[src/rtl/dw_lash_seq.sv]
`default_nettype none
// ============================================================================
// Module      : dw_lash_seq
// Description : Multi-cycle left arithmetic shifter. It accepts one operand
//               per valid/ready handshake and resolves one shift-amount bit
//               per clock (log-stage iterative). The result is returned on a
//               valid/ready output port. A two's-complement negative shift
//               amount (SH_TC=1) shifts right, with sign fill when DATA_TC=1.
// Ports       : clk       - clock, rising edge
//               rst       - synchronous reset, active-high
//               in_valid  - operand valid
//               in_ready  - operand accepted when in_valid & in_ready
//               A         - data operand
//               DATA_TC   - 1: A is two's complement (sign fill on right shift)
//               SH        - shift amount
//               SH_TC     - 1: SH is two's complement (negative = right)
//               B         - shifted result, valid while out_valid
//               out_valid - result available
//               out_ready - result consumed when out_valid & out_ready
//               busy      - high while shifting or holding a result
// Revision    : 1.0 - initial release
// ============================================================================
module dw_lash_seq #(
  parameter int A_width  = 8,
  parameter int SH_width = 3
) (
  input  logic                clk,
  input  logic                rst,
  input  logic                in_valid,
  output logic                in_ready,
  input  logic [A_width-1:0]  A,
  input  logic                DATA_TC,
  input  logic [SH_width-1:0] SH,
  input  logic                SH_TC,
  output logic [A_width-1:0]  B,
  output logic                out_valid,
  input  logic                out_ready,
  output logic                busy
);

  localparam int K_W = (SH_width > 1) ? $clog2(SH_width) : 1;

  localparam logic [1:0] ST_IDLE  = 2'd0;
  localparam logic [1:0] ST_SHIFT = 2'd1;
  localparam logic [1:0] ST_DONE  = 2'd2;

  logic [1:0]          state_r;
  logic [1:0]          state_nxt;

  logic [A_width-1:0]  data_r;
  logic [A_width-1:0]  b_r;
  logic                data_tc_r;
  logic                dir_r;      // 1 = shift right
  logic [SH_width-1:0] mag_r;
  logic [K_W-1:0]      k_r;

  logic [31:0]         stage_amt;
  logic [A_width-1:0]  fill_mask;
  logic [A_width-1:0]  stage_out;
  logic                fill_bit;
  logic                last_stage;
  logic                sh_neg;

  assign last_stage = (k_r == K_W'(SH_width - 1));
  assign sh_neg     = SH_TC & SH[SH_width-1];

  // --------------------------------------------------------------------------
  // FSM: state register
  // --------------------------------------------------------------------------
  always_ff @(posedge clk) begin
    if (rst) begin
      state_r <= ST_IDLE;
    end else begin
      state_r <= state_nxt;
    end
  end

  // --------------------------------------------------------------------------
  // FSM: next-state logic
  // --------------------------------------------------------------------------
  always_comb begin
    state_nxt = state_r;
    case (state_r)
      ST_IDLE:  if (in_valid)   state_nxt = ST_SHIFT;
      ST_SHIFT: if (last_stage) state_nxt = ST_DONE;
      ST_DONE:  if (out_ready)  state_nxt = ST_IDLE;
      default:                  state_nxt = ST_IDLE;
    endcase
  end

  // --------------------------------------------------------------------------
  // FSM: outputs
  // --------------------------------------------------------------------------
  always_comb begin
    in_ready  = (state_r == ST_IDLE);
    out_valid = (state_r == ST_DONE);
    busy      = (state_r != ST_IDLE);
    B         = b_r;
  end

  // --------------------------------------------------------------------------
  // One log stage: shift by 2^k when mag[k] is set. The sign bit of data_r is
  // preserved by every right stage, so later stages keep seeing the original
  // fill value. Oversized amounts naturally give 0 (left) or all fill (right).
  // --------------------------------------------------------------------------
  always_comb begin
    stage_amt = 32'd1 << k_r;
    fill_bit  = dir_r & data_tc_r & data_r[A_width-1];
    fill_mask = ~({A_width{1'b1}} >> stage_amt);
    stage_out = data_r;
    if (mag_r[k_r]) begin
      if (dir_r) begin
        stage_out = (data_r >> stage_amt) | (fill_bit ? fill_mask : '0);
      end else begin
        stage_out = data_r << stage_amt;
      end
    end
  end

  // --------------------------------------------------------------------------
  // Datapath registers. B has its own register so it holds its last value
  // while the next operand is being shifted.
  // --------------------------------------------------------------------------
  always_ff @(posedge clk) begin
    if (rst) begin
      data_r    <= '0;
      b_r       <= '0;
      data_tc_r <= 1'b0;
      dir_r     <= 1'b0;
      mag_r     <= '0;
      k_r       <= '0;
    end else begin
      case (state_r)
        ST_IDLE: begin
          if (in_valid) begin
            data_r    <= A;
            data_tc_r <= DATA_TC;
            dir_r     <= sh_neg;
            // Magnitude of a negative amount: -SH mod 2^SH_width
            mag_r     <= sh_neg ? (~SH + 1'b1) : SH;
            k_r       <= '0;
          end
        end
        ST_SHIFT: begin
          data_r <= stage_out;
          if (last_stage) begin
            b_r <= stage_out;
            k_r <= '0;
          end else begin
            k_r <= k_r + 1'b1;
          end
        end
        default: ;
      endcase
    end
  end

endmodule
`default_nettype wire
[config.mk]
export PLATFORM = sky130hd
export DESIGN_NAME = dw_lash_seq
export DESIGN_NICKNAME = d
export VERILOG_FILES = /design/src/rtl/dw_lash_seq.sv
export SDC_FILE = /design/constraint.sdc
export NUM_CORES = 1
export LEC_CHECK = 0
export CORE_ASPECT_RATIO = 0.5
export CORE_UTILIZATION = 56
export DETAILED_ROUTE_END_ITERATION = 8
export PLACE_DENSITY = 0.93
export RECOVER_POWER = 50
export REMOVE_ABC_BUFFERS = 1
export SETUP_SLACK_MARGIN = 0.4
export SLEW_MARGIN = 20
export SYNTH_ARGS = -nofsm -noshare
export SYNTH_HDL_FRONTEND = slang
export SYNTH_SLANG_ARGS = --single-unit
[constraint.sdc]
create_clock -name clk -period 3.3 [get_ports clk]
set_clock_uncertainty 0.05 [all_clocks]
set_input_delay 0.66 -clock clk [delete_from_list [all_inputs] [get_ports clk]]
set_output_delay 0.66 -clock clk [all_outputs]
set_load 0.05 [all_outputs]
==> flow_metrics.tcl <==
set metrics [dict create \
    max_cap_viol_count 0 \
    average_instance_area_after_synthesis_sq_um 8.93 \
    initial_core_util_pct 60.9 \
    num_io_pins 28 \
    yosysWarnings 0 \
    hold_viol 0 \
    dp_slack_ns 0.727 \
    final_common_cell "sky130_fd_sc_hd__dfxtp_1" \
    r2r_cells 4 \
    yosysSeqAreaShare_pct 30.8 \
    firstDrtPassIters 9 \
    cts_tree "done" \
    worst_ep_required_time_ns 3.39 \
    grt_start_max_net_pins 30 \
    post_synth_instance_area_sq_um 1630 \
    final_antenna_net_count 0 \
    critPathArrivalTime_ns 2.84 \
    max_slew.worst_pin.slew_ns 0.970 \
    slew-limit-headroom_pct 35.3 \
    synth.distinct_cells 50 \
    cts_buffer_count 3 \
    routed_wl_um 4240 \
    failed_checks "design-rule violations" \
    worst-path-max-fanout 26 \
    replace_congestion 0.892 \
    floorplan.die_area_sq_um 3140 \
    core_sq_um 2670 \
    drtIter0Drc 236 \
    dp.final_hpwl_um 2910 \
    cts_max_path_buffers 2 \
    port_buffers 27 \
    area.sequential_sq_um 500 \
    h-tree-depth 1 \
    cts_resized 0 \
    track_usage_pct 26.9 \
    multi_input_area_sq_um 992 \
    flow.area_growth_from_synthesis_pct 15.7 \
    cell_count_after_synthesis 182 \
    num_rows 13 \
    drc_errors 3 \
    antennaDiodeCount 0 \
    power_density_nw_per_um2 359 \
    hold_path_class "reg2reg" \
    ir_drop_mv 0.141 \
    floorplan.die.height_um 40.1 \
    drv_slew 0 \
    grt_first_pass_wirelength_um 6260 \
    die-width_um 78.2 \
    cts-root-buf "sky130_fd_sc_hd__clkbuf_8" \
    end_kind "flip-flop" \
    synth.ff_latch_count 25 \
    clk_transition_reported_paths_ns 0.09 \
    cellLeakagePower_nw 0.624 \
    dr_total_vias 1586 \
    whs_path_depth 2 \
    number_of_clock_sinks_seen_by_cts 25 \
    max_clock_freq_ghz 0.364 \
    layout_cells_sized_above_1_pct 6.93 \
    synthArstFlopShare_pct 0 \
    rsz0062_at_grt "no" \
    cp_launch_type "flip-flop" \
    criticalPathCategory "reg2reg" \
    dominantRegCellSynth "sky130_fd_sc_hd__dfxtp_1" \
    cts.hold.buffers_added 0 \
    layout_min_cycle_time_ns 2.75 \
    num-fill-cells 211 \
    grt.overflow.total 0 \
    layout_common_cells "25 x sky130_fd_sc_hd__dfxtp_1, 18 x sky130_fd_sc_hd__clkdlybuf4s50_1, 14 x sky130_fd_sc_hd__nand2_1" \
    post-route-period-util_pct 83.3 \
    layout_setup_ws_ns 0.552 \
    number_of_enable_type_register_cells_in_the_synthesized_netlist 0 \
    post-cts-setup-buffers 0 \
    final-setup-viol-count 0 \
    first_global_vias 1341 \
    route.detailed.vias_per_inst 6.64 \
    outcome "complete, but fails checks" \
    tns_ns 0 \
    antenna_found_initial 0 \
    final_net_count 221 \
    clk-insertion-delay-late_ns 0.27 \
    wire_per_inst_um 17.7 \
]
[per-stage QoR]
step	instances	total power, mW	area [sq um]	util [%]	hold slack (ns)
2_1_floorplan	169	0.436	1540	-	0.408
3_3_place_gp	235	0.489	1870	70.1	0.419
3_5_place_dp	235	0.496	1870	70.1	0.424
4_1_cts	239	0.677	1920	71.8	0.439
5_1_grt	239	0.702	1880	70.5	0.470
6_report	239	0.675	1880	70.5	0.433
[cell type report]
type                            instances  area share (%)
Tap cell                               37            2.46
Timing Repair Buffer                   29            15.0
Sequential cell                        25            26.6
Clock buffer                            4            2.40
Inverter                                4           0.798
Multi-Input combinational cell        140            52.8
[cell usage after synthesis (all sizes together), types with 2 or more instances]
| master | n | area (sq um) |
|---|---|---|
| dfxtp | 25 | 500 |
| nand2 | 14 | 52.6 |
| o21ai | 13 | 68.8 |
| mux2i | 12 | 133 |
| nor2 | 12 | 47.6 |
| a21oi | 10 | 50.1 |
| a22oi | 8 | 60.1 |
| buf | 8 | 67.6 |
| nand3b | 8 | 60.1 |
| nand2b | 7 | 43.8 |
| nand4b | 6 | 52.6 |
| clkbuf | 5 | 18.8 |
| nand3 | 5 | 25.0 |
| a221oi | 4 | 41.3 |
| a311oi | 4 | 35.0 |
| inv | 4 | 15.0 |
| o221ai | 4 | 35.0 |
| nor2b | 3 | 18.8 |
| o211ai | 3 | 22.5 |
| a211oi | 2 | 20.0 |
| and2 | 2 | 12.5 |
| nand4bb | 2 | 22.5 |
| nor3 | 2 | 10.0 |
| o21bai | 2 | 18.8 |
| o2bb2ai | 2 | 36.3 |
[flip-flops by register name, indices dropped and copies added (netlist names)]
signal,count
data_r,8
mag_r,3
state_r,2
data_tc_r,1
B,8
k_r,2
dir_r,1
[logic make-up after synthesis]
logic type               count (synthesis)  share of synthesized area, %
buffers and inverters                   17                          6.24
AO/OA/AOI/OAI                           60                          29.4
adder cells (fa/ha/maj)                  1                         0.770
flip-flops                              25                          30.8
multiplexers                            12                          8.16
AND/OR/NAND/NOR                         67                          24.6
[final timing paths]
check | from | endpoint | slack (ns)
hold reg to reg | mag_r[0]$_SDFFE_PP0P_ | mag_r[0]$_SDFFE_PP0P_ | 0.43
setup / recovery | k_r[1]$_SDFFE_PP0P_ | B[4]$_SDFFE_PP0P_ | 0.55
setup reg to reg | k_r[1]$_SDFFE_PP0P_ | B[4]$_SDFFE_PP0P_ | 0.55
hold / removal | mag_r[0]$_SDFFE_PP0P_ | mag_r[0]$_SDFFE_PP0P_ | 0.43
[worst max-delay path, cell delays in order (launching register included)]
cell,delay [ns]
sky130_fd_sc_hd__dfxtp_1,0.96
sky130_fd_sc_hd__mux2i_1,0.31
sky130_fd_sc_hd__o2bb2ai_1,0.74
sky130_fd_sc_hd__mux2i_1,0.44
sky130_fd_sc_hd__a211oi_2,0.12
[layer usage]
layer	share of wire (%)	track usage, %	vias to the layer above
met3	9.7	5.45	22
li1	-	-	741
met4	2.3	8.33	0
met1	44	36.2	727
met2	44	45.0	96
met5	0	0	-
[where the power goes]
part	total, mW	internal (mW)	switching, mW	leakage (nW)
Clock	0.185	0.0866	0.0981	0.0228
Combinational	0.144	0.0660	0.0780	0.398
Sequential	0.346	0.315	0.0317	0.204
Note: power is estimated with default switching activity, not from simulation.
